## src/rtl/dmem_arbiter_pkg.sv

```systemverilog
// Shared types and helpers for the data-memory arbiter.
package dmem_arb_pkg;

    typedef enum logic [2:0] {
        IDLE,
        REQ,
        WAIT,
        DONE_CPU,
        DONE_AUX
    } arb_state_t;

    typedef enum logic {
        OWN_CPU,
        OWN_AUX
    } owner_t;

    // Bits needed to count 0..max_streak inclusive.
    function automatic int streak_width(input int max_streak);
        return $clog2(max_streak + 1);
    endfunction

endpackage

```

## src/rtl/dmem_arbiter_if.sv

```systemverilog
// Signal bundle around the arbiter: CPU M-stage port, aux requester port and
// the single data-memory port. master = arbiter side, slave = surroundings.
interface dmem_arbiter_if #(
    parameter int XLEN = 64
);
    // CPU (M stage)
    logic            CpuReq_M;
    logic            CpuWe_M;
    logic [XLEN-1:0] CpuAddr_M;
    logic [XLEN-1:0] CpuWData_M;
    logic            CpuStall_M;
    logic [XLEN-1:0] CpuRData_M;
    // Auxiliary requester (loader / debug)
    logic            AuxReq;
    logic            AuxWe;
    logic [XLEN-1:0] AuxAddr;
    logic [XLEN-1:0] AuxWData;
    logic            AuxGnt;
    logic            AuxRValid;
    logic [XLEN-1:0] AuxRData;
    // Data memory
    logic            MemReq;
    logic            MemWe;
    logic [XLEN-1:0] MemAddr;
    logic [XLEN-1:0] MemWData;
    logic            MemGnt;
    logic            MemRValid;
    logic [XLEN-1:0] MemRData;

    modport master (
        input  CpuReq_M, CpuWe_M, CpuAddr_M, CpuWData_M,
        output CpuStall_M, CpuRData_M,
        input  AuxReq, AuxWe, AuxAddr, AuxWData,
        output AuxGnt, AuxRValid, AuxRData,
        output MemReq, MemWe, MemAddr, MemWData,
        input  MemGnt, MemRValid, MemRData
    );

    modport slave (
        output CpuReq_M, CpuWe_M, CpuAddr_M, CpuWData_M,
        input  CpuStall_M, CpuRData_M,
        output AuxReq, AuxWe, AuxAddr, AuxWData,
        input  AuxGnt, AuxRValid, AuxRData,
        input  MemReq, MemWe, MemAddr, MemWData,
        output MemGnt, MemRValid, MemRData
    );

endinterface

```

## src/rtl/dmem_arbiter.sv

```systemverilog
// Data-memory arbiter for the M stage: shares one memory port between the
// pipeline and an auxiliary requester, one outstanding transaction at a time.
// The pipeline is stalled for the whole life of a CPU access.
module dmem_arbiter
    import dmem_arb_pkg::*;
#(
    parameter int XLEN           = 64,
    parameter int MAX_CPU_STREAK = 4
) (
    input  logic           clk,
    input  logic           rst,
    dmem_arbiter_if.master bus
);

    localparam int                  STREAK_W   = streak_width(MAX_CPU_STREAK);
    localparam logic [STREAK_W-1:0] STREAK_MAX = STREAK_W'(MAX_CPU_STREAK);

    arb_state_t          state_q,     state_d;
    owner_t              owner_q,     owner_d;
    logic [STREAK_W-1:0] streak_q,    streak_d;
    logic                mem_we_q,    mem_we_d;
    logic [XLEN-1:0]     mem_addr_q,  mem_addr_d;
    logic [XLEN-1:0]     mem_wdata_q, mem_wdata_d;
    logic [XLEN-1:0]     cpu_rdata_q, cpu_rdata_d;
    logic [XLEN-1:0]     aux_rdata_q, aux_rdata_d;

    logic cpu_win;
    logic aux_win;
    logic mem_req;

    // Arbitration decision; only acted upon in IDLE. Aux takes the port once
    // the CPU has used up its streak allowance while Aux was waiting.
    always_comb begin
        cpu_win = 1'b0;
        aux_win = 1'b0;
        if (bus.AuxReq && (!bus.CpuReq_M || (streak_q >= STREAK_MAX))) begin
            aux_win = 1'b1;
        end else if (bus.CpuReq_M) begin
            cpu_win = 1'b1;
        end
    end

    // Next-state and datapath-next logic for the transaction sequencer.
    always_comb begin
        state_d     = state_q;
        owner_d     = owner_q;
        streak_d    = streak_q;
        mem_we_d    = mem_we_q;
        mem_addr_d  = mem_addr_q;
        mem_wdata_d = mem_wdata_q;
        cpu_rdata_d = cpu_rdata_q;
        aux_rdata_d = aux_rdata_q;

        case (state_q)
            IDLE: begin
                if (aux_win) begin
                    state_d     = REQ;
                    owner_d     = OWN_AUX;
                    mem_we_d    = bus.AuxWe;
                    mem_addr_d  = bus.AuxAddr;
                    mem_wdata_d = bus.AuxWData;
                end else if (cpu_win) begin
                    state_d     = REQ;
                    owner_d     = OWN_CPU;
                    mem_we_d    = bus.CpuWe_M;
                    mem_addr_d  = bus.CpuAddr_M;
                    mem_wdata_d = bus.CpuWData_M;
                end
                // Streak only counts CPU grants that made a waiting Aux wait longer.
                if (aux_win || !bus.AuxReq) begin
                    streak_d = '0;
                end else if (cpu_win && (streak_q != STREAK_MAX)) begin
                    streak_d = streak_q + 1'b1;
                end
            end
            REQ: begin
                if (bus.MemGnt) begin
                    state_d = WAIT;
                end
            end
            WAIT: begin
                if (bus.MemRValid) begin
                    // Stores return no data, so the read-data registers keep their value.
                    if (owner_q == OWN_CPU) begin
                        state_d = DONE_CPU;
                        if (!mem_we_q) begin
                            cpu_rdata_d = bus.MemRData;
                        end
                    end else begin
                        state_d = DONE_AUX;
                        if (!mem_we_q) begin
                            aux_rdata_d = bus.MemRData;
                        end
                    end
                end
            end
            DONE_CPU: state_d = IDLE;
            DONE_AUX: state_d = IDLE;
            default:  state_d = IDLE;
        endcase
    end

    // State, owner, streak and datapath registers; reset abandons any transaction.
    always_ff @(posedge clk or posedge rst) begin
        if (rst) begin
            state_q     <= IDLE;
            owner_q     <= OWN_CPU;
            streak_q    <= '0;
            mem_we_q    <= 1'b0;
            mem_addr_q  <= '0;
            mem_wdata_q <= '0;
            cpu_rdata_q <= '0;
            aux_rdata_q <= '0;
        end else begin
            state_q     <= state_d;
            owner_q     <= owner_d;
            streak_q    <= streak_d;
            mem_we_q    <= mem_we_d;
            mem_addr_q  <= mem_addr_d;
            mem_wdata_q <= mem_wdata_d;
            cpu_rdata_q <= cpu_rdata_d;
            aux_rdata_q <= aux_rdata_d;
        end
    end

    assign mem_req = (state_q == REQ);

    // The pipeline is released for exactly the completion cycle of its access.
    assign bus.CpuStall_M = bus.CpuReq_M && (state_q != DONE_CPU);
    assign bus.CpuRData_M = cpu_rdata_q;

    // Grant is suppressed during reset so nothing is reported as captured.
    assign bus.AuxGnt    = !rst && (state_q == IDLE) && aux_win;
    assign bus.AuxRValid = (state_q == DONE_AUX);
    assign bus.AuxRData  = aux_rdata_q;

    assign bus.MemReq   = mem_req;
    assign bus.MemWe    = mem_req && mem_we_q;
    assign bus.MemAddr  = mem_addr_q;
    assign bus.MemWData = mem_wdata_q;

endmodule

```

## src/flat_wrapper.sv

```systemverilog
// flat-port wrapper written by rule: the top's interface ports become plain ports
module dmem_arbiter_flat import dmem_arb_pkg::*;
#(
    parameter int XLEN           = 64,
    parameter int MAX_CPU_STREAK = 4
)
  (clk, rst, bus_CpuReq_M, bus_CpuWe_M, bus_CpuAddr_M, bus_CpuWData_M, bus_CpuStall_M, bus_CpuRData_M, bus_AuxReq, bus_AuxWe, bus_AuxAddr, bus_AuxWData, bus_AuxGnt, bus_AuxRValid, bus_AuxRData, bus_MemReq, bus_MemWe, bus_MemAddr, bus_MemWData, bus_MemGnt, bus_MemRValid, bus_MemRData);
  dmem_arbiter_if #(.XLEN(XLEN)) bus_i ();
  input  logic clk;
  input  logic rst;
  input wire logic [$bits(bus_i.CpuReq_M)-1:0] bus_CpuReq_M;
  input wire logic [$bits(bus_i.CpuWe_M)-1:0] bus_CpuWe_M;
  input wire logic [$bits(bus_i.CpuAddr_M)-1:0] bus_CpuAddr_M;
  input wire logic [$bits(bus_i.CpuWData_M)-1:0] bus_CpuWData_M;
  output wire logic [$bits(bus_i.CpuStall_M)-1:0] bus_CpuStall_M;
  output wire logic [$bits(bus_i.CpuRData_M)-1:0] bus_CpuRData_M;
  input wire logic [$bits(bus_i.AuxReq)-1:0] bus_AuxReq;
  input wire logic [$bits(bus_i.AuxWe)-1:0] bus_AuxWe;
  input wire logic [$bits(bus_i.AuxAddr)-1:0] bus_AuxAddr;
  input wire logic [$bits(bus_i.AuxWData)-1:0] bus_AuxWData;
  output wire logic [$bits(bus_i.AuxGnt)-1:0] bus_AuxGnt;
  output wire logic [$bits(bus_i.AuxRValid)-1:0] bus_AuxRValid;
  output wire logic [$bits(bus_i.AuxRData)-1:0] bus_AuxRData;
  output wire logic [$bits(bus_i.MemReq)-1:0] bus_MemReq;
  output wire logic [$bits(bus_i.MemWe)-1:0] bus_MemWe;
  output wire logic [$bits(bus_i.MemAddr)-1:0] bus_MemAddr;
  output wire logic [$bits(bus_i.MemWData)-1:0] bus_MemWData;
  input wire logic [$bits(bus_i.MemGnt)-1:0] bus_MemGnt;
  input wire logic [$bits(bus_i.MemRValid)-1:0] bus_MemRValid;
  input wire logic [$bits(bus_i.MemRData)-1:0] bus_MemRData;
  assign bus_i.CpuReq_M = bus_CpuReq_M;
  assign bus_i.CpuWe_M = bus_CpuWe_M;
  assign bus_i.CpuAddr_M = bus_CpuAddr_M;
  assign bus_i.CpuWData_M = bus_CpuWData_M;
  assign bus_CpuStall_M = bus_i.CpuStall_M;
  assign bus_CpuRData_M = bus_i.CpuRData_M;
  assign bus_i.AuxReq = bus_AuxReq;
  assign bus_i.AuxWe = bus_AuxWe;
  assign bus_i.AuxAddr = bus_AuxAddr;
  assign bus_i.AuxWData = bus_AuxWData;
  assign bus_AuxGnt = bus_i.AuxGnt;
  assign bus_AuxRValid = bus_i.AuxRValid;
  assign bus_AuxRData = bus_i.AuxRData;
  assign bus_MemReq = bus_i.MemReq;
  assign bus_MemWe = bus_i.MemWe;
  assign bus_MemAddr = bus_i.MemAddr;
  assign bus_MemWData = bus_i.MemWData;
  assign bus_i.MemGnt = bus_MemGnt;
  assign bus_i.MemRValid = bus_MemRValid;
  assign bus_i.MemRData = bus_MemRData;
  dmem_arbiter #(.XLEN(XLEN), .MAX_CPU_STREAK(MAX_CPU_STREAK)) u_core (.clk(clk), .rst(rst), .bus(bus_i));
endmodule
```

## config.mk

```make
export PLATFORM = sky130hd
export DESIGN_NAME = dmem_arbiter_flat
export DESIGN_NICKNAME = d
export VERILOG_FILES = /design/src/rtl/dmem_arbiter_pkg.sv /design/src/rtl/dmem_arbiter_if.sv /design/src/rtl/dmem_arbiter.sv /design/src/flat_wrapper.sv
export SDC_FILE = /design/constraint.sdc
export NUM_CORES = 1
export LEC_CHECK = 0
export CORE_AREA = 3 3 230 232
export CTS_CLUSTER_DIAMETER = 150
export DETAILED_ROUTE_END_ITERATION = 16
export DIE_AREA = 0 0 233 235
export DONT_BUFFER_PORTS = 1
export SKIP_LAST_GASP = 1
export SLEW_MARGIN = 20
export SYNTH_ARGS = -nofsm -noshare
export SYNTH_HDL_FRONTEND = slang
export SYNTH_SLANG_ARGS = --single-unit
```

## constraint.sdc

```tcl
create_clock -name clk -period 12 [get_ports clk]
set_clock_uncertainty 0.2 [all_clocks]
set_input_delay 2.4 -clock clk [delete_from_list [all_inputs] [get_ports clk]]
set_output_delay 2.4 -clock clk [all_outputs]
set_load 0.1 [all_outputs]
```

==> metrics.txt <==
via/cell ratio=4.97; initial drt markers=356; worst r2r dst=u_core.bus.MemWData[62]$_DFFE_PP0P_; fin nets=~1100; drt pass-1 iters=4; Reg clk slew, reported paths=around 0.060 ns; Ports=589; Critical Path End=bus_AuxGnt; outcome=finished clean; Detail Route Antenna Nets=0; Overflow after GRT=0; Slew Viols, Final=0; Final min period=5.83 ns; core box area=0.0512 mm²; antenna violations before repair=7; number of port buffers=0; count leader, synth=dfrtp_1; critical path endpoint category=output pin; clk_lat worst skew=~0.55 ns; largest net degree at the start of global routing=162; Core Rows=between 80 and 90; synth-to-layout area growth=13.7%; Slew Limit Headroom=26.4%; CTS tree=yes; Hold/Removal Path Class=reg -> reg; die width=233 µm; postcts setup bufs=0; maximum clock rate=0.171 GHz; Seq. cell area=0.00661 mm²; Multi-input gate area=0.00467 mm²; Critical Path AT=3.23 ns; RSZ-0062 raised after global routing=no; Netlist cell types=31; hold buffers post-CTS=0; Crit path required time=9.40 ns; R2R setup slack=9.22 ns; FF-to-FF Start=u_core.state_q[0]$_DFFE_PP0P_; DRC Markers=0; CP Max Fanout=4; CTS Buffer Depth=3; Yosys top cell by area=dfrtp_1; post-cts resize count=0; Worst Setup SP=bus_CpuReq_M; die area=0.0548 mm²; GRT Total Usage=11.8%; layout cells sized above 1=38.7%; cells after synthesis=775; flops & latches, synth=~260; post-synth net total=1105; Synth async-reset ratio=between 90% and 100%; worst slew pin tran=1.10 ns; first-pass GRT wire length=roughly 50000 µm; Synth Area per Inst=15.2 µm²; DP Wirelength=25400 µm; Yosys warning count=0; routed len/inst=roughly 24 µm; CTS buffer count=28; setup_tns=0 ns; Post-synth EDFFs=0; Mapped Area=roughly 0.012 mm²; count of final setup violators=0; Final Cycle Share=48.6%; Hold Vio Cnt, Final=0; Primary FF master, synth=dfrtp_1; worst setup path class=in -> out; Reg2Reg Depth=4; Max Cap Viol=0; Starting Density=23.1%; Post-Route WL=roughly 35000 µm; CTS Sinks=about 260; sequential fraction of the synthesis area=55.9%; Worst setup SP type=input pin; top cell type's share of synthesized area=around 56%; clk root buf=clkbuf_16; fillcell total=~5200; synth cell count leaders=dfrtp_1 (264), o32ai_1 (129), a2bb2oi_2 (110), mux2_2 (110), clkbuf_1 (44); die height=around 240 µm; Synth area leaders=dfrtp_1 (56%), a2bb2oi_2 (14%), mux2_2 (10%); vias in the first global route=7497; GP Congestion=0.856; routed via count=7173; H-tree lvl count=1
layout by cell type, fill, tap and decap left out:
cell type / netlist / final
a21bo_4: 0 / 1
a21oi_1: 3 / 3
a21oi_4: 1 / 1
a22o_1: 2 / 2
a2bb2oi_1: 19 / 19
a2bb2oi_2: 110 / 110
a31oi_2: 0 / 1
and2_1: 2 / 2
and3_1: 1 / 1
and4bb_1: 1 / 1
buf_12: 11 / 2
buf_16: 0 / 5
buf_4: 0 / 10
bufinv_16: 0 / 5
clkbuf_1: 44 / 5
clkbuf_16: 0 / 29
clkbuf_8: 0 / 7
clkinv_2: 0 / 3
dfrtp_1: 264 / 264
diode_2: 0 / 7
ha_1: 2 / 2
inv_1: 6 / 4
inv_4: 0 / 1
inv_8: 0 / 1
mux2_1: 19 / 19
mux2_2: 110 / 110
nand2_1: 4 / 3
nand2_2: 0 / 1
nand3b_1: 3 / 3
nand4bb_1: 1 / 1
nor2_1: 1 / 1
nor2b_4: 0 / 1
nor3_2: 0 / 3
nor3b_2: 0 / 1
o211ai_1: 1 / 1
o21ai_0: 1 / 1
o31ai_1: 1 / 1
o32ai_1: 129 / 129
or3_1: 1 / 1
metrics by stage:
step                      hold WS [ns]  util, %  cells  area, µm²  worst slack, ns
final                            0.338     26.2   1442      13400             6.17
after floorplan                  0.283        -    775      11800             2.13
after global placement           0.317     24.1   1384      12400             6.18
after global routing             0.375     26.2   1441      13400             6.07
after detailed placement         0.330     24.1   1384      12400             6.17
after CTS                        0.353     26.1   1433      13400             6.17
worst max-delay path, stage by stage:
cell     delay, ns
inv_1         0.15
o21ai_0       0.19
nor3_2        0.27
buf_16        0.21
area by class of cell:
class / count / area share, %
tap: 680 / 6.33
multi-input combinational: 419 / 34.8
inverter: 6 / 0.242
timing repair buffer: 17 / 1.88
antenna: 7 / 0.130
clock inverter: 8 / 1.23
sequential: 264 / 49.2
clock buffer: 41 / 6.26
sequential cells by signal (all words and copies together), names as in the netlist:
register               flops
u_core.bus.AuxRData       64
u_core.owner_q             1
u_core.bus.CpuRData_M     64
u_core.bus.MemWData       64
u_core.mem_we_q            1
u_core.bus.MemAddr        64
u_core.state_q             3
u_core.streak_q            3
worst min-delay path by stage:
stage / depth (start not counted) / startpoint / slack (ns) / endpoint
global placement: 1 / u_core.bus.MemAddr[63]$_DFFE_PP0P_ / 0.32 / u_core.bus.MemAddr[63]$_DFFE_PP0P_
finish: 1 / u_core.bus.MemAddr[63]$_DFFE_PP0P_ / 0.34 / u_core.bus.MemAddr[63]$_DFFE_PP0P_
floorplan: 1 / u_core.state_q[2]$_DFFE_PP0P_ / 0.28 / u_core.state_q[1]$_DFFE_PP0P_
detailed placement: 1 / u_core.streak_q[1]$_DFFE_PP0P_ / 0.33 / u_core.streak_q[1]$_DFFE_PP0P_
global route: 1 / u_core.bus.MemAddr[63]$_DFFE_PP0P_ / 0.38 / u_core.bus.MemAddr[63]$_DFFE_PP0P_
CTS: 1 / u_core.streak_q[1]$_DFFE_PP0P_ / 0.35 / u_core.streak_q[1]$_DFFE_PP0P_
per-layer routing:
metal | GRT usage (%) | share of wire (%) | vias to the layer above
li1 | - | - | 3036
met1 | 12.4 | 34 | 3616
met2 | 20.7 | 50 | 458
met3 | 4.17 | 12 | 63
met4 | 5.77 | 4.4 | 0
met5 | 0 | 0 | -
cell families after synthesis:
family                     synth area share (%)
buffers and inverters                      4.92
AOI/OAI and AO/OA                          25.7
muxes                                      12.3
and+or+nand+nor                            1.01
DFF                                        55.9
adders and majority gates                 0.212
Power is left out: the tool's default activity adds up to more than one toggle a clock period on the data nets, which glitch-free logic cannot reach.
